<file path="config.mk">
export PLATFORM = sky130hd
export DESIGN_NAME = hyper_xfer_sequencer
export DESIGN_NICKNAME = d
export VERILOG_FILES = /design/src/rtl/hyper_xfer_sequencer.sv
export SDC_FILE = /design/constraint.sdc
export NUM_CORES = 1
export LEC_CHECK = 0
export ABC_AREA = 1
export BUFFER_PORTS_ARGS = -buffer_cell sky130_fd_sc_hd__clkbuf_2
export CORE_MARGIN = 2
export CORE_UTILIZATION = 52
export CTS_BUF_LIST = sky130_fd_sc_hd__clkbuf_4
export CTS_CLUSTER_DIAMETER = 150
export DETAILED_ROUTE_END_ITERATION = 10
export PLACE_DENSITY = 0.83
export SYNTH_ARGS = -nofsm -noshare
export SYNTH_HDL_FRONTEND = slang
export SYNTH_SLANG_ARGS = --single-unit
</file>
<file path="constraint.sdc">
create_clock -name sys_clk_i -period 2.1 [get_ports sys_clk_i]
set_clock_uncertainty 0.15 [all_clocks]
set_input_delay 0.21 -clock sys_clk_i [delete_from_list [all_inputs] [get_ports sys_clk_i]]
set_output_delay 0.21 -clock sys_clk_i [all_outputs]
set_load 0.02 [all_outputs]
</file>
<file path="src/rtl/hyper_xfer_sequencer.sv">
// -----------------------------------------------------------------------------
// hyper_xfer_sequencer
//
// Purpose:
//   Schedules HyperBus transfers from NB_REQ requesters onto the single uDMA
//   HyperBus channel. A round-robin arbiter picks one requester, the block
//   programs the channel with a fixed 4-write cfg burst (L2 address, size,
//   external address, command) and then waits for the end-of-transfer event
//   that matches the issued direction. Completion (done) or failure (err) is
//   reported back to the requester that owns the transfer.
//
// Ports:
//   sys_clk_i, rstn_i        clock, asynchronous active-low reset
//   req_valid_i/req_ready_o  per-requester descriptor handshake (ready is a
//                            one-hot pulse in the acceptance cycle)
//   req_rd_i                 per-requester direction (1 = read into L2)
//   req_l2_addr_i            packed L2 addresses, L2_AW bits each
//   req_ext_addr_i           packed external addresses, 32 bits each
//   req_size_i               packed byte counts, SIZE_W bits each
//   done_o, err_o            one-cycle completion / error pulses per requester
//   timeout_i                watchdog limit in cycles, 0 disables it
//   cfg_*                    uDMA cfg write port (write only)
//   evt_rx_eot_i             read end-of-transfer pulse
//   evt_tx_eot_i             write end-of-transfer pulse
//   busy_o, owner_o          a transfer is owned / index of its owner
// -----------------------------------------------------------------------------
module hyper_xfer_sequencer #(
    parameter int unsigned NB_REQ    = 2,
    parameter int unsigned L2_AW     = 19,
    parameter int unsigned SIZE_W    = 20,
    parameter logic [5:0]  OFF_L2    = 6'h00,
    parameter logic [5:0]  OFF_SIZE  = 6'h04,
    parameter logic [5:0]  OFF_EXT   = 6'h08,
    parameter logic [5:0]  OFF_CMD   = 6'h0C,
    parameter int unsigned TIMEOUT_W = 16
) (
    input  logic                       sys_clk_i,
    input  logic                       rstn_i,
    input  logic [NB_REQ-1:0]          req_valid_i,
    output logic [NB_REQ-1:0]          req_ready_o,
    input  logic [NB_REQ-1:0]          req_rd_i,
    input  logic [NB_REQ*L2_AW-1:0]    req_l2_addr_i,
    input  logic [NB_REQ*32-1:0]       req_ext_addr_i,
    input  logic [NB_REQ*SIZE_W-1:0]   req_size_i,
    output logic [NB_REQ-1:0]          done_o,
    output logic [NB_REQ-1:0]          err_o,
    input  logic [TIMEOUT_W-1:0]       timeout_i,
    output logic                       cfg_valid_o,
    output logic                       cfg_rwn_o,
    output logic [5:0]                 cfg_addr_o,
    output logic [31:0]                cfg_data_o,
    input  logic                       cfg_ready_i,
    input  logic                       evt_rx_eot_i,
    input  logic                       evt_tx_eot_i,
    output logic                       busy_o,
    output logic [$clog2(NB_REQ)-1:0]  owner_o
);

    localparam int unsigned      IDX_W = $clog2(NB_REQ);
    localparam logic [NB_REQ-1:0] ONE  = NB_REQ'(1);

    typedef enum logic [1:0] {
        S_IDLE     = 2'd0,
        S_CFG      = 2'd1,
        S_WAIT_EOT = 2'd2,
        S_FAIL     = 2'd3
    } state_e;

    state_e                r_state;
    state_e                w_state_nxt;

    logic [IDX_W-1:0]      r_ptr;
    logic [IDX_W-1:0]      r_owner;
    logic                  r_rd;
    logic [L2_AW-1:0]      r_l2;
    logic [31:0]           r_ext;
    logic [SIZE_W-1:0]     r_size;
    logic [1:0]            r_idx;
    logic [TIMEOUT_W-1:0]  r_wdog;
    logic [NB_REQ-1:0]     r_done;

    logic                  w_any;
    logic [IDX_W-1:0]      w_sel;
    logic [IDX_W-1:0]      w_ptr_nxt;
    logic                  w_rd;
    logic [L2_AW-1:0]      w_l2;
    logic [31:0]           w_ext;
    logic [SIZE_W-1:0]     w_size;
    logic                  w_match;
    logic [TIMEOUT_W-1:0]  w_wdog_inc;
    logic                  w_timeout;

    // -------------------------------------------------------------------------
    // Round-robin arbiter: first valid requester at or after r_ptr, wrapping.
    // -------------------------------------------------------------------------
    always_comb begin : arb
        int unsigned      v_idx;
        logic [IDX_W-1:0] v_cand;
        // NOTE: every signal driven here gets a default first, so no path
        // through the block leaves a value held and no latch is inferred.
        v_idx  = 0;
        v_cand = '0;
        w_any  = 1'b0;
        w_sel  = '0;
        for (int unsigned i = 0; i < NB_REQ; i++) begin
            v_idx = 32'(r_ptr) + i;
            if (v_idx >= NB_REQ) begin
                v_idx = v_idx - NB_REQ;
            end
            v_cand = IDX_W'(v_idx);
            if (!w_any && req_valid_i[v_cand]) begin
                w_any = 1'b1;
                w_sel = v_cand;
            end
        end
    end

    assign w_ptr_nxt = (w_sel == IDX_W'(NB_REQ - 1)) ? '0 : w_sel + 1'b1;

    // Descriptor of the selected requester, captured on acceptance.
    assign w_rd   = req_rd_i[w_sel];
    assign w_l2   = req_l2_addr_i[w_sel*L2_AW +: L2_AW];
    assign w_ext  = req_ext_addr_i[w_sel*32 +: 32];
    assign w_size = req_size_i[w_sel*SIZE_W +: SIZE_W];

    // Only the event matching the issued direction can complete a transfer.
    assign w_match    = r_rd ? evt_rx_eot_i : evt_tx_eot_i;
    // The watchdog fires on the cycle its count reaches the limit, so a limit
    // of N allows exactly N cycles in WAIT_EOT.
    assign w_wdog_inc = r_wdog + 1'b1;
    assign w_timeout  = (timeout_i != '0) && (w_wdog_inc == timeout_i);

    // -------------------------------------------------------------------------
    // FSM: state register
    // -------------------------------------------------------------------------
    // NOTE: sequential state uses non-blocking assignments so every register
    // samples the pre-edge values regardless of statement order.
    always_ff @(posedge sys_clk_i or negedge rstn_i) begin
        if (!rstn_i) begin
            r_state <= S_IDLE;
        end else begin
            r_state <= w_state_nxt;
        end
    end

    // -------------------------------------------------------------------------
    // FSM: next-state logic
    // -------------------------------------------------------------------------
    always_comb begin
        w_state_nxt = r_state;
        case (r_state)
            S_IDLE: begin
                if (w_any) begin
                    w_state_nxt = (w_size == '0) ? S_FAIL : S_CFG;
                end
            end
            S_CFG: begin
                if (cfg_ready_i && (r_idx == 2'd3)) begin
                    w_state_nxt = S_WAIT_EOT;
                end
            end
            S_WAIT_EOT: begin
                // A completing event beats a simultaneous timeout.
                if (w_match) begin
                    w_state_nxt = S_IDLE;
                end else if (w_timeout) begin
                    w_state_nxt = S_FAIL;
                end
            end
            S_FAIL: begin
                w_state_nxt = S_IDLE;
            end
            default: begin
                w_state_nxt = S_IDLE;
            end
        endcase
    end

    // -------------------------------------------------------------------------
    // Datapath registers: pointer, owned descriptor, write index, watchdog.
    // -------------------------------------------------------------------------
    // NOTE: every register here is a small control/data flop, so all of them
    // take the asynchronous reset; the block holds no memory array.
    always_ff @(posedge sys_clk_i or negedge rstn_i) begin
        if (!rstn_i) begin
            r_ptr   <= '0;
            r_owner <= '0;
            r_rd    <= 1'b0;
            r_l2    <= '0;
            r_ext   <= '0;
            r_size  <= '0;
            r_idx   <= '0;
            r_wdog  <= '0;
            r_done  <= '0;
        end else begin
            r_done <= '0;
            case (r_state)
                S_IDLE: begin
                    if (w_any) begin
                        r_ptr   <= w_ptr_nxt;
                        r_owner <= w_sel;
                        r_rd    <= w_rd;
                        r_l2    <= w_l2;
                        r_ext   <= w_ext;
                        r_size  <= w_size;
                        r_idx   <= '0;
                    end
                end
                S_CFG: begin
                    // Held at zero so WAIT_EOT starts counting from a clean value.
                    r_wdog <= '0;
                    if (cfg_ready_i) begin
                        r_idx <= r_idx + 1'b1;
                    end
                end
                S_WAIT_EOT: begin
                    r_wdog <= w_wdog_inc;
                    if (w_match) begin
                        r_done <= ONE << r_owner;
                    end
                end
                default: begin
                end
            endcase
        end
    end

    // -------------------------------------------------------------------------
    // FSM: output logic
    // -------------------------------------------------------------------------
    always_comb begin
        req_ready_o = '0;
        err_o       = '0;
        cfg_valid_o = 1'b0;
        cfg_addr_o  = '0;
        cfg_data_o  = '0;
        busy_o      = (r_state != S_IDLE);
        case (r_state)
            S_IDLE: begin
                if (w_any) begin
                    req_ready_o = ONE << w_sel;
                end
            end
            S_CFG: begin
                // Address and data depend only on registered state, so they stay
                // stable while the cfg port back-pressures.
                cfg_valid_o = 1'b1;
                case (r_idx)
                    2'd0: begin
                        cfg_addr_o = OFF_L2;
                        cfg_data_o = 32'(r_l2);
                    end
                    2'd1: begin
                        cfg_addr_o = OFF_SIZE;
                        cfg_data_o = 32'(r_size);
                    end
                    2'd2: begin
                        cfg_addr_o = OFF_EXT;
                        cfg_data_o = r_ext;
                    end
                    default: begin
                        cfg_addr_o = OFF_CMD;
                        cfg_data_o = {30'b0, r_rd, 1'b1};
                    end
                endcase
            end
            S_FAIL: begin
                err_o = ONE << r_owner;
            end
            default: begin
            end
        endcase
    end

    assign cfg_rwn_o = 1'b0;
    assign done_o    = r_done;
    assign owner_o   = r_owner;

endmodule

</file>
==> key figures, run 1 <==
Run status
  – Outcome: did not finish
  – Stage at which the flow ended: 5_1_grt
  – Error text reported by the tool: [ERROR GRT-0232] Routing congestion too high. Check the congestion heatmap in the GUI.

Synthesis
  – Number of synthesis warnings: 0
  – Yosys cell types: 30
  – Cell area after synthesis: between 5000 and 6000 um2
  – Number of instances in the synthesized netlist: around 860
  – Portion of the post-synthesis area used by sequential elements: 41.2%
  – Total of flip-flops plus latches after synthesis: between 90 and 100
  – Mean cell area of the mapped netlist: approximately 6.7 um2

Die
  – Overall die width: 110 um
  – I/O pins: 215
  – Effective utilization at floorplan: a little over half
  – Number of placement rows: 38
  – Floorplan die height: approximately 110 um

Place
  – Instance area after placement: approximately 7200 um2
  – Routability congestion estimate: 0.933
  – # placed instances: between 1000 and 1500
  – Half-perimeter wire length of the detailed placement result: 13.1 mm
  – IO Port Bufs: between 200 and 250

Global route
  – Largest net degree at the start of global routing: 89
  – Total gr overflow: 19
  – Total global routing track utilization: roughly 69%

Clocking
  – Worst-case clock buffer depth: 2
  – Inserted Clock Buffers: 9
  – Clock root buffer: sky130_fd_sc_hd__clkbuf_4
  – Clock sink total: 96
  – H-tree Lvls: 3

STA
  – Worst endpoint type: top-level output
  – Worst endpoint after global-route timing repair: cfg_data_o[1]
[cell families after synthesis]
family	count (synthesis)	share of synthesized area, %
simple gates	515	37.0
buf+inv	146	9.86
flops	96	41.2
compound gates	92	9.09
fa+ha+maj	10	2.15
xor+xnor	3	0.451
other cells	1	0.0644
mux	1	0.172
[Yosys cell counts, drive strengths merged]
cell / number / share of area (%)
xnor2: 1 / 0.15
a21oi: 5 / 0.43
conb: 1 / 0.064
nand4: 15 / 1.6
nor3: 1 / 0.086
clkinv: 1 / 0.064
nand3: 103 / 8.9
o22ai: 13 / 1.4
a31oi: 14 / 1.5
o21ai: 46 / 4.0
nand2: 333 / 22
ha: 10 / 2.1
xor2: 2 / 0.30
inv: 101 / 6.5
mux2i: 1 / 0.17
nand3b: 1 / 0.13
clkbuf: 33 / 2.1
dfrtp: 96 / 41
nor2: 62 / 4.7
buf: 11 / 1.1
o211ai: 13 / 1.7
o21bai: 1 / 0.13
[layer usage]
layer,GRT overflow,GRT usage (%)
met4,6,72.0
met5,0,9.38
met3,1,47.2
met1,1,69.1
met2,11,88.0
[metrics by stage]
stage	utilization [%]	setup slack, ps	setup TNS, ps
after floorplan	-	34.1	0
after global placement	65.8	75.3	0
after detailed placement	65.8	11.9	0
after CTS	83.4	-162	-3950
[timing repair]
item	CTS
gates cloned	2
resized for setup	81
hold buffers	130
endpoints found under the hold margin	162
buffers inserted	22
pin swaps	6
setup endpoints to repair	38
==> run 2, diff against run 1 <==
--- a/config.mk
+++ b/config.mk
@@ -8,11 +8,9 @@
 export ABC_AREA = 1
 export BUFFER_PORTS_ARGS = -buffer_cell sky130_fd_sc_hd__clkbuf_2
 export CORE_MARGIN = 2
-export CORE_UTILIZATION = 52
-export CTS_BUF_LIST = sky130_fd_sc_hd__clkbuf_4
-export CTS_CLUSTER_DIAMETER = 150
+export CORE_UTILIZATION = 40
 export DETAILED_ROUTE_END_ITERATION = 10
-export PLACE_DENSITY = 0.83
+export PLACE_DENSITY_LB_ADDON = 0.15
 export SYNTH_ARGS = -nofsm -noshare
 export SYNTH_HDL_FRONTEND = slang
 export SYNTH_SLANG_ARGS = --single-unit
==> run 2 against run 1 <==
  * The flow now finishes, with violations (negative setup slack)
  * Synthesized area stayed put
  * Synthesized cell count unchanged
==> key figures, run 2 <==
Detailed routing
  – Residual antenna-violating net count after detailed routing: 0
  – Detailed Route WL: 22.6 mm
  – Number of vias after detailed routing: between 7000 and 8000
  – Number of DRC violations after detailed-routing iteration 0: between 500 and 600
  – Routed length per instance: 16.0 um
  – Router iterations before antenna repair: 8
  – Number of remaining DRC errors: 0
  – Vias per cell: 5.08

Synthesis
  – Number of instances in the synthesized netlist: 864 (unchanged)
  – List of most frequent post-synthesis cells: 329 x sky130_fd_sc_hd__nand2_1, 103 x sky130_fd_sc_hd__nand3_1, 101 x sky130_fd_sc_hd__inv_1
  – Total of flip-flops plus latches after synthesis: 96 (unchanged)
  – Number of synthesis warnings: 0 (unchanged)
  – Cell taking the most area after synthesis: sky130_fd_sc_hd__dfrtp_1
  – Top_reg_cell synth: sky130_fd_sc_hd__dfrtp_1
  – FFs w/ async S/R, synth: 100% (unchanged)
  – Mean cell area of the mapped netlist: 6.74 um2 (unchanged)
  – Portion of the post-synthesis area used by sequential elements: 41.2% (unchanged)
  – Yosys cell types: 30 (unchanged)
  – Most frequent cell after synthesis: sky130_fd_sc_hd__nand2_1
  – Top cells by area, synth: sky130_fd_sc_hd__dfrtp_1 41%, sky130_fd_sc_hd__nand2_1 21%, sky130_fd_sc_hd__nand3_1 8.9%
  – Fraction of synthesized cell area taken by the top area cell type: 41.2% (unchanged)
  – EDFF count, synth: 0 (unchanged)
  – Cell area after synthesis: 5820 um2 (unchanged)

STA
  – Hold Vio Cnt, Final: 0
  – Final critical-path share of the clock period: 100%
  – Worst hold margin: roughly 38 ps
  – Slack of the critical path: -2.14 ps
  – Fmax: about 480 MHz
  – Crit path time final: between 2000 and 2500 ps
  – Measured slew at the worst slew-check pin: 540 ps
  – Number of failing setup endpoints in the final timing report: 1
  – Unrepaired setup endpoints after global routing: yes
  – Accumulated negative setup slack: -2.14 ps
  – Relative slew slack: between 60 and 70%
  – Max-slew violations: 0

Die
  – Number of placement rows: 44 (+16%)
  – Overall die width: 125 um (+14%)
  – Die area: 15500 um2
  – Std-Cell Core Area: about 14000 um2
  – I/O pins: 215 (unchanged)
  – Effective utilization at floorplan: 40.5% (-13 points)
  – Floorplan die height: 125 um (+14%)

Clocking
  – TritonCTS clock tree: done
  – Inserted Clock Buffers: 9 (unchanged)
  – Clock transition at path regs: 70 ps
  – Clock root buffer: sky130_fd_sc_hd__clkbuf_16
  – Clock insertion delay at the later pin of the skew report: approximately 350 ps
  – Worst-case clock buffer depth: 2 (unchanged)
  – Clock sink total: 96 (unchanged)
  – H-tree Lvls: 3 (unchanged)

Place
  – Instance area after placement: 7310 um2 (+2.1%)
  – Half-perimeter wire length of the detailed placement result: 13.5 mm (+3.7%)
  – Routability congestion estimate: 0.891 (-4.5%)
  – # placed instances: 1253 (+4.4%)
  – Post-Place Worst Slack: 0.419 ps (-11.5 ps)
  – IO Port Bufs: 209 (unchanged)

Power and ir drop
  – Areal power density over the cells: around 1200 nW/um2
  – Peak VDD IR: 703 uV
  – Overall Power: ~11 mW
  – Leakage power summed over all cells: 5.01 nW

Finish
  – Biggest regs: r_ext: 32 flops, r_size: 20 flops, r_l2: 19 flops
  – Largest register FFs: 32
  – Number of nets in the final layout: roughly 1400
  – Sequential cell area: roughly 2400 um2
  – Most common library cell in the layout ignoring fill and taps: sky130_fd_sc_hd__nand2_1
  – Non-filler cells in the finished layout: between 1000 and 1500
  – Top register by number of flip-flops: r_ext
  – Diode insertion count for antenna repair: 0
  – Final Util: between 60 and 70%
  – Fraction of layout instances using a drive strength above 1: 32.1%
  – Highest-count cells in the layout ignoring fill and taps: 296 x sky130_fd_sc_hd__nand2_1, 177 x sky130_fd_sc_hd__clkbuf_2, 105 x sky130_fd_sc_hd__dlygate4sd3_1, 92 x sky130_fd_sc_hd__nand3_1, 92 x sky130_fd_sc_hd__dfrtp_1
  – Syn-to-layout area delta: 66.7%
  – Total area of multi-input combinational cells: about 3200 um2
  – Final instance area: 9710 um2
  – FILL cells: 1177

Global route
  – Initial antenna violation count: 0
  – Vias in the first global route: 6982
  – Total global routing track utilization: 27.6%
  – Global-route wire length before repair: 34.1 mm
  – Total gr overflow: 0
  – Largest net degree at the start of global routing: approximately 80

Worst hold path
  – HP Class: in2reg

Worst setup path
  – Critical Path End Type: flip-flop
  – Required time worst endpoint: 2190 ps
  – Critical-path maximum fanout: 7
  – WP data arrival: between 2000 and 2500 ps
  – Element type at the critical path start: flip-flop
  – Count of buffering cells on the critical path with inverters included: 1
  – Slowest stage cell on the critical path: sky130_fd_sc_hd__dfrtp_1
  – Biggest cell delay along the critical path: roughly 430 ps
  – Critical path, cell by cell: ha_4, nand2_4, nor2_4, buf_6, nand3_4, nand2_2, nand2_2, xor2_1, nand2_1, nor2_1, nand2_2, nand2_2, nand2_2, nand2_1, nand2_1
  – Critical Setup Path Class: reg2reg
  – Most prevalent standard cell on the critical path: sky130_fd_sc_hd__nand2_2
  – Cell family with the largest share of critical-path delay: simple AND/OR/NAND/NOR gates

Run status
  – Outcome: finished with violations
  – Violations in the final reports: negative setup slack

Run
  – Max-capacitance violation count: 0
## run 2: cell counts after synthesis
Identical to the previous run, type by type.
## run 2: path summary, 6_finish.rpt
check                      depth (start not counted)  slack, ps         end           start
min in group asynchronous                          2        130   r_wdog[3]          rstn_i
hold reg to reg                                    2        330   r_size[9]       r_size[9]
setup / recovery                                  15         -2  r_state[0]       r_wdog[0]
setup reg to reg                                  15         -2  r_state[0]       r_wdog[0]
max in group asynchronous                          3        910    r_idx[1]          rstn_i
hold / removal                                     3         40  r_size[10]  req_size_i[30]
## run 2: cells by family after synthesis
logic type                 count (synthesis)  share of synthesized area, %
DFF                                       96                          41.2
muxes                                      1                         0.172
other                                      1                        0.0644
adders and majority gates                 10                          2.15
AOI/OAI and AO/OA                         92                          9.09
xor gates and xnor gates                   3                         0.451
and+or+nand+nor                          515                          37.0
buffers and inverters                    146                          9.86
## run 2: final cells by class
| cell class | count | share of cell area, % |
|---|---|---|
| multi-input cells | 626 | 33.2 |
| repair buffers | 390 | 32.6 |
| flip-flops and latches | 96 | 24.8 |
| inverters | 102 | 4.05 |
| clock buffers | 11 | 2.40 |
| well taps | 184 | 2.37 |
| clock inverters | 5 | 0.580 |
## run 2: metal layers
metal  GRT usage [%]  vias up  part of all wire (%)
li1                -     3465                     -
met1            34.7     3323                    42
met2            45.8      317                    48
met3            6.53       73                   6.3
met4            10.9        0                   3.7
met5               0        -                     0
## run 2: timing repair
item,4_1_cts,5_1_grt
hold buffers,105,0
setup endpoints to repair,36,39
pin swaps,5,39
resized for setup,76,123
buffers inserted,14,18
cloned,5,5
hold endpoints to repair,78,0
## run 2: worst register-to-register path, cell delays in order (launching register included)
cell and delay (ps):
sky130_fd_sc_hd__dfrtp_1 430, sky130_fd_sc_hd__ha_4 180, sky130_fd_sc_hd__nand2_4 60, sky130_fd_sc_hd__nor2_4 180, sky130_fd_sc_hd__buf_6 140, sky130_fd_sc_hd__nand3_4 70
sky130_fd_sc_hd__nand2_2 80, sky130_fd_sc_hd__nand2_2 60, sky130_fd_sc_hd__xor2_1 150, sky130_fd_sc_hd__nand2_1 70, sky130_fd_sc_hd__nor2_1 110, sky130_fd_sc_hd__nand2_2 70
sky130_fd_sc_hd__nand2_2 90, sky130_fd_sc_hd__nand2_2 50, sky130_fd_sc_hd__nand2_1 50, sky130_fd_sc_hd__nand2_1 50
## run 2: power by group
group | switching [mW] | total (mW) | internal (mW) | leakage (nW)
clock network | 0.752 | 1.68 | 0.926 | 0.140
registers | 0.511 | 3.13 | 2.62 | 1.19
logic | 3.46 | 6.39 | 2.93 | 3.69
Note: power is estimated with default switching activity, not from simulation.
==> run 3, diff against run 2 <==
--- a/config.mk
+++ b/config.mk
@@ -7,7 +7,7 @@
 export LEC_CHECK = 0
 export ABC_AREA = 1
 export BUFFER_PORTS_ARGS = -buffer_cell sky130_fd_sc_hd__clkbuf_2
-export CORE_MARGIN = 2
+export CORE_MARGIN = 3
 export CORE_UTILIZATION = 40
 export DETAILED_ROUTE_END_ITERATION = 10
 export PLACE_DENSITY_LB_ADDON = 0.15
==> run 3 against run 2 <==
  * The run still ends with negative setup slack left
  * Cell area fell by 2.8%
  * Die area rose by 3.2%
  * First-iteration DRC count fell by 18%
  * Sequential power barely moved
  * Register-to-register slack barely moved
  * Cell count fell by 0.99%
  * Maximum frequency fell by 0.64%
  * Critical path type is now reg2out
  * Largest power group unchanged
  * Highest routed layer unchanged
==> key figures, run 3 (synthesis results as in run 2) <==
Clocking
  – Clock insertion delay at the later pin of the skew report: 350 ps (about the same)
  – Clock sink total: 96 (unchanged)
  – Clock root buffer: sky130_fd_sc_hd__clkbuf_16
  – H-tree Lvls: 3 (unchanged)
  – Clock transition at path regs: 70 ps (about the same)
  – Inserted Clock Buffers: 9 (unchanged)
  – TritonCTS clock tree: done
  – Worst-case clock buffer depth: 2 (unchanged)

Die
  – I/O pins: 215 (unchanged)
  – Number of placement rows: 43 (-2.3%)
  – Overall die width: 127 um (+1.6%)
  – Floorplan die height: 127 um (+1.6%)
  – Std-Cell Core Area: 14000 um2 (-2.3%)
  – Die area: 16000 um2 (+3.2%)
  – Effective utilization at floorplan: 41.5% (+0.94 points)

Run
  – Max-capacitance violation count: 0 (unchanged)

Power and ir drop
  – Cell-internal power: 6.03 mW (-6.9%)
  – Share of power burned in the clock network: 15.2% (+0.2 points)
  – Share of total power in sequential cells: 29.9% (+1.9 points)
  – Peak VDD IR: 658 uV (-6.4%)
  – Leakage power summed over all cells: 4.95 nW (-1.2%)
  – Fraction of power spent switching nets: 42.6% (+0.41 points)
  – Areal power density over the cells: 1110 nW/um2 (-3.6%)
  – Overall Power: 10.5 mW (-6.2%)
  – Power spent charging and discharging nets: 4.47 mW (-5.3%)
  – Gate power share: 54.8% (-2.2 points)

Worst setup path
  – Reg-to-reg slack, setup: -10 ps (about the same)
  – Critical path, cell by cell: inv_4, ha_4, buf_12, nand2_4, o211ai_1, nand2_1, inv_2, buf_6
  – Cell family with the largest share of critical-path delay: flip-flops
  – Slowest stage cell on the critical path: sky130_fd_sc_hd__dfrtp_2
  – Biggest cell delay along the critical path: 480 ps (+50 ps)
  – Critical Path End Type: output port
  – Required time worst endpoint: 1740 ps (-450 ps)
  – Element type at the critical path start: flip-flop
  – Count of buffering cells on the critical path with inverters included: 4 (+3)
  – WP data arrival: 1760 ps (-440 ps)
  – Critical-path maximum fanout: 5 (-2)
  – Critical Setup Path Class: reg2out

Finish
  – Biggest regs: r_ext: 32 flops, r_size: 20 flops, r_l2: 19 flops
  – Non-filler cells in the finished layout: 1400 (-0.99%)
  – Largest register FFs: 32 (unchanged)
  – Highest-count cells in the layout ignoring fill and taps: 303 x sky130_fd_sc_hd__nand2_1, 179 x sky130_fd_sc_hd__clkbuf_2, 105 x sky130_fd_sc_hd__dlygate4sd3_1, 93 x sky130_fd_sc_hd__nand3_1, 92 x sky130_fd_sc_hd__dfrtp_1
  – Number of nets in the final layout: 1392 (-0.71%)
  – Fraction of layout instances using a drive strength above 1: 30.4% (-1.8 points)
  – Top register by number of flip-flops: r_ext
  – Syn-to-layout area delta: 62.1%
  – Most common library cell in the layout ignoring fill and taps: sky130_fd_sc_hd__nand2_1

Place
  – IO Port Bufs: 209 (unchanged)
  – Half-perimeter wire length of the detailed placement result: 14.1 mm (+3.9%)
  – # placed instances: 1247 (-0.48%)
  – Routability congestion estimate: 0.898 (+0.75%)

STA
  – Worst hold margin: 51.0 ps (+13.2 ps)
  – Slack of the critical path: -15.7 ps (-13.5 ps)
  – Fmax: 473 MHz (-0.64%)
  – Number of failing setup endpoints in the final timing report: 3 (+2)
  – Unrepaired setup endpoints after global routing: yes
  – Hold Vio Cnt, Final: 0 (unchanged)
  – Final critical-path share of the clock period: 101% (+0.65 points)
  – Max-slew violations: 0 (unchanged)
  – Crit path time final: 2120 ps (+13.5 ps)

Detailed routing
  – Number of vias after detailed routing: 7018 (-2.2%)
  – Number of remaining DRC errors: 0 (unchanged)
  – Number of DRC violations after detailed-routing iteration 0: 441 (-18%)
  – Routed length per instance: 15.9 um (-0.68%)
  – Vias per cell: 5.01 (-1.3%)
  – Detailed Route WL: 22.2 mm (-1.7%)
  – Residual antenna-violating net count after detailed routing: 0 (unchanged)
  – Router iterations before antenna repair: 5 (-3)

Global route
  – Global-route wire length before repair: 33.6 mm (-1.3%)
  – Vias in the first global route: 6857 (-1.8%)
  – Largest net degree at the start of global routing: 56 (-28%)
  – Total gr overflow: 0 (unchanged)
  – Total global routing track utilization: 26.2% (-1.4 points)
  – Initial antenna violation count: 1 (+1)

Worst hold path
  – HP Class: in2reg

Run status
  – Violations in the final reports: negative setup slack
  – Outcome: finished with violations
-- run 3: through the flow --
stage	area, um2	setup slack (ps)	util (%)	TNS (ps)
after detailed placement	7270	39.7	51.8	0
after global placement	7270	12.8	51.8	0
final	9440	-15.7	67.2	-32.5
after CTS	8790	-23.8	62.6	-53.5
after global routing	9440	-166	67.2	-694
after floorplan	5840	34.1	-	0
-- run 3: worst paths after layout --
check                                     end         start  depth (start not counted)
max in group asynchronous           r_wdog[2]        rstn_i                          3
min in group asynchronous           r_wdog[1]        rstn_i                          2
worst max register to register     r_state[0]     r_wdog[1]                         15
worst max-delay path            cfg_data_o[4]      r_idx[0]                          8
worst min register to register     r_size[17]    r_size[17]                          2
worst min-delay path                done_o[1]  evt_rx_eot_i                          5
-- run 3: power by group through the flow --
stage | combinational [mW] | sequential (mW) | clock (mW)
floorplan | 2.72 | 2.96 | 0
global placement | 4.25 | 3.05 | 0
detailed placement | 4.26 | 3.08 | 0
CTS | 4.80 | 3.07 | 1.62
global route | 6.31 | 3.23 | 1.70
finish | 5.76 | 3.15 | 1.60
-- run 3: layout make-up --
| cell class | instances | area [um2] |
|---|---|---|
| Fill cell | 1185 | 4600 |
| Multi-Input combinational cell | 627 | 3150 |
| Antenna cell | 1 | 2.50 |
| Sequential cell | 96 | 2410 |
| Clock buffer | 13 | 270 |
| Tap cell | 180 | 225 |
| Clock inverter | 2 | 13.8 |
| Timing Repair Buffer | 379 | 2980 |
| Inverter | 102 | 388 |
-- run 3: layer usage --
layer	GRT usage, %	share of wire (%)	routed length [um]	up-vias
li1	-	-	-	3444
met1	33.7	42	9370	3217
met2	43.0	48	10700	291
met3	5.47	6.3	1400	66
met4	10.7	3.7	822	0
met5	0	0	0	-
-- run 3: tightest hold or removal path, stage by stage --
cell and delay [ps]:
sky130_fd_sc_hd__clkbuf_2 80, sky130_fd_sc_hd__nand2_1 60, sky130_fd_sc_hd__nand2_1 50, sky130_fd_sc_hd__nand2_1 70, sky130_fd_sc_hd__nor2_1 40
-- run 3: what timing repair did --
action,in CTS,in global routing
setup endpoints to repair,35,36
setup buffers,6,14
hold buffers,105,0
endpoints found under the hold margin,81,0
pin swaps,6,38
gates cloned,4,8
resized for setup,30,140
==> run 4, diff against run 3 <==
--- a/config.mk
+++ b/config.mk
@@ -9,6 +9,7 @@
 export BUFFER_PORTS_ARGS = -buffer_cell sky130_fd_sc_hd__clkbuf_2
 export CORE_MARGIN = 3
 export CORE_UTILIZATION = 40
+export CTS_BUF_LIST = sky130_fd_sc_hd__clkbuf_8
 export DETAILED_ROUTE_END_ITERATION = 10
 export PLACE_DENSITY_LB_ADDON = 0.15
 export SYNTH_ARGS = -nofsm -noshare
==> run 4 against run 3 <==
  * The run still ends with negative setup slack left
  * Sequential power fell by 2%
  * Die area did not move
  * Maximum frequency fell by 2.2%
  * Register-to-register slack barely moved
  * Largest cell class unchanged
  * Global-route usage rose by 0.94 points
==> key figures, run 4 (synthesis results as in run 2) <==
Run
  – Max-capacitance violation count: 0 (unchanged)

Worst setup path
  – Critical Setup Path Class: reg2out
  – Worst reg2reg path startpoint: r_wdog[1]
  – Required time worst endpoint: 1740 ps (about the same)
  – Element type at the critical path start: flip-flop
  – Critical-path maximum fanout: 9 (+4)
  – Critical Path End Type: output port
  – Reg-to-reg slack, setup: -20 ps (about the same)
  – Crit Reg-Reg Endpoint: r_state[0]
  – WP data arrival: 1800 ps (+40 ps)
  – Reg2Reg Depth: 15 (unchanged)

Global route
  – Gr busiest metal: met2
  – Global-route wire length before repair: 34.5 mm (+2.6%)
  – Total gr overflow: 0 (unchanged)
  – Initial antenna violation count: 0 (-1)
  – Met2 GRT Util: 45.0% (+2.0 points)
  – Largest net degree at the start of global routing: 56 (unchanged)
  – Fraction of met3 tracks used by global routing: 5.60% (+0.13 points)
  – Total global routing track utilization: 27.1% (+0.94 points)
  – Vias in the first global route: 6933 (+1.1%)
  – Met1 Usage GRT: 35.0% (+1.2 points)

Worst hold path
  – Worst hold path startpoint: evt_rx_eot_i
  – Hold endpoint: done_o[1]
  – HP Class: in2reg
  – Hold-critical path depth: 5 (unchanged)

STA
  – Slack of the critical path: -63.8 ps (-48.1 ps)
  – Unrepaired setup endpoints after global routing: yes
  – Fmax: 462 MHz (-2.2%)
  – Final critical-path share of the clock period: 103% (+2.3 points)
  – Max-slew violations: 0 (unchanged)
  – Accumulated negative setup slack: -629 ps (-596 ps)
  – Worst hold margin: 16.3 ps (-34.7 ps)
  – Number of failing setup endpoints in the final timing report: 18 (+15)
  – Crit path time final: 2160 ps (+48.1 ps)
  – Hold Vio Cnt, Final: 0 (unchanged)

Clocking
  – Clock sink total: 96 (unchanged)
  – Clock root buffer: sky130_fd_sc_hd__clkbuf_8
  – TritonCTS clock tree: done
  – H-tree Lvls: 3 (unchanged)
  – Inserted Clock Buffers: 9 (unchanged)
  – Worst-case clock buffer depth: 2 (unchanged)
  – Clock transition at path regs: 100 ps (+30 ps)
  – Clock insertion delay at the later pin of the skew report: 370 ps (+20 ps)

Finish
  – Largest register FFs: 32 (unchanged)
  – Number of nets in the final layout: 1392 (unchanged)
  – Diode insertion count for antenna repair: 0 (-1)
  – Final Util: 65.8% (-1.5 points)
  – Fraction of layout instances using a drive strength above 1: 28.0% (-2.4 points)
  – Total area of multi-input combinational cells: 3070 um2 (-2.7%)
  – Syn-to-layout area delta: 58.6%
  – Top register by number of flip-flops: r_ext
  – Biggest regs: r_ext: 32 flops, r_size: 20 flops, r_l2: 19 flops
  – FILL cells: 1194 (+0.76%)
  – Highest-count cells in the layout ignoring fill and taps: 317 x sky130_fd_sc_hd__nand2_1, 173 x sky130_fd_sc_hd__clkbuf_2, 105 x sky130_fd_sc_hd__dlygate4sd3_1, 103 x sky130_fd_sc_hd__nand3_1, 94 x sky130_fd_sc_hd__dfrtp_1
  – Sequential cell area: 2400 um2 (-0.10%)
  – Most common library cell in the layout ignoring fill and taps: sky130_fd_sc_hd__nand2_1

Die
  – Die area: 16000 um2 (unchanged)
  – Floorplan die height: 127 um (unchanged)
  – Overall die width: 127 um (unchanged)
  – I/O pins: 215 (unchanged)
  – Effective utilization at floorplan: 41.5% (unchanged)
  – Number of placement rows: 43 (unchanged)
  – Std-Cell Core Area: 14000 um2 (unchanged)

Detailed routing
  – Router iterations before antenna repair: 7 (+2)
  – Detailed Route WL: 22.0 mm (-1.2%)
  – Routed length per instance: 15.7 um (-1.2%)
  – Number of vias after detailed routing: 6928 (-1.3%)
  – Vias per cell: 4.95 (-1.2%)
  – Number of DRC violations after detailed-routing iteration 0: 510 (+16%)
  – Number of remaining DRC errors: 0 (unchanged)
  – Residual antenna-violating net count after detailed routing: 0 (unchanged)

Power and ir drop
  – Leakage power summed over all cells: 4.85 nW (-2.1%)
  – Peak VDD IR: 657 uV (-0.23%)
  – Areal power density over the cells: 1070 nW/um2 (-4.0%)

Place
  – Half-perimeter wire length of the detailed placement result: 14.1 mm (unchanged)
  – IO Port Bufs: 209 (unchanged)
  – Post-Place Worst Slack: 39.7 ps (unchanged)
  – Routability congestion estimate: 0.898 (unchanged)

Run status
  – Outcome: finished with violations
  – Violations in the final reports: negative setup slack
## run 4: changes by cell type in the layout (fill, tap and decap cells not counted), moves of 6 or more
cell                        before  now
sky130_fd_sc_hd__buf_4          46   55
sky130_fd_sc_hd__nand2_2        23   11
sky130_fd_sc_hd__clkbuf_16      15    1
sky130_fd_sc_hd__buf_6          25   13
sky130_fd_sc_hd__clkbuf_4        1    9
sky130_fd_sc_hd__nand3_1        93  103
sky130_fd_sc_hd__nand2_1       303  317
sky130_fd_sc_hd__nand3_2        10    0
sky130_fd_sc_hd__inv_1          85   92
sky130_fd_sc_hd__clkbuf_8        4   22
sky130_fd_sc_hd__clkbuf_2      179  173
## run 4: through the flow
stage / instance area, um2 / total power [mW] / instances
after detailed placement: 7270 / 7.34 / 1247
after CTS: 9010 / 9.61 / 1389
final: 9240 / 9.87 / 1399
after floorplan: 5840 / 5.68 / 868
after global routing: 9240 / 10.6 / 1399
after global placement: 7270 / 7.30 / 1247
## run 4: area by class of cell
type                       instances  share of cell area [%]
clock buffer                      12                    1.79
clock inverter                     3                   0.190
inverter                         102                    4.15
multi-input combinational        627                    33.2
sequential                        96                    26.0
tap                              180                    2.44
timing repair buffer             379                    32.2
## run 4: per-layer routing
layer	part of all wire [%]	up-vias
met4	2.7	0
li1	-	3442
met1	42	3146
met5	0	-
met3	6.9	49
met2	48	291
## run 4: worst max-delay path: stages (launching register included)
cell	delay, ps
sky130_fd_sc_hd__dfrtp_1	410
sky130_fd_sc_hd__inv_2	70
sky130_fd_sc_hd__ha_2	190
sky130_fd_sc_hd__inv_2	70
sky130_fd_sc_hd__nor2_4	150
sky130_fd_sc_hd__buf_12	130
sky130_fd_sc_hd__buf_6	130
sky130_fd_sc_hd__nand2_1	70
sky130_fd_sc_hd__inv_1	60
sky130_fd_sc_hd__clkbuf_4	160
## run 4: worst max-delay path by stage
stage / from / to / cells after the start
finish: r_state[1] / cfg_data_o[14] / 9
global route: r_wdog[1] / r_state[0] / 15
CTS: r_state[1] / cfg_data_o[2] / 9
detailed placement: r_ptr / r_state[1] / 11
global placement: r_ptr / r_state[1] / 11
floorplan: r_state[0] / r_l2[8] / 9
## run 4: power breakdown
group          total (mW)  internal (mW)  switching (mW)  leakage (nW)
registers            3.09           2.62           0.470          1.19
clock network        1.18          0.519           0.663        0.0996
logic                5.60           2.42            3.18          3.56
total                9.87           5.55            4.31          4.85
## run 4: what timing repair did
| item | in CTS | in global routing |
|---|---|---|
| buffers inserted | 15 | 9 |
| hold buffers | 105 | 0 |
| resized for setup | 80 | 55 |
| pin swaps | 8 | 17 |
| hold endpoints to repair | 81 | 0 |
| endpoints found under the setup margin | 34 | 39 |
| gates cloned | 7 | 1 |
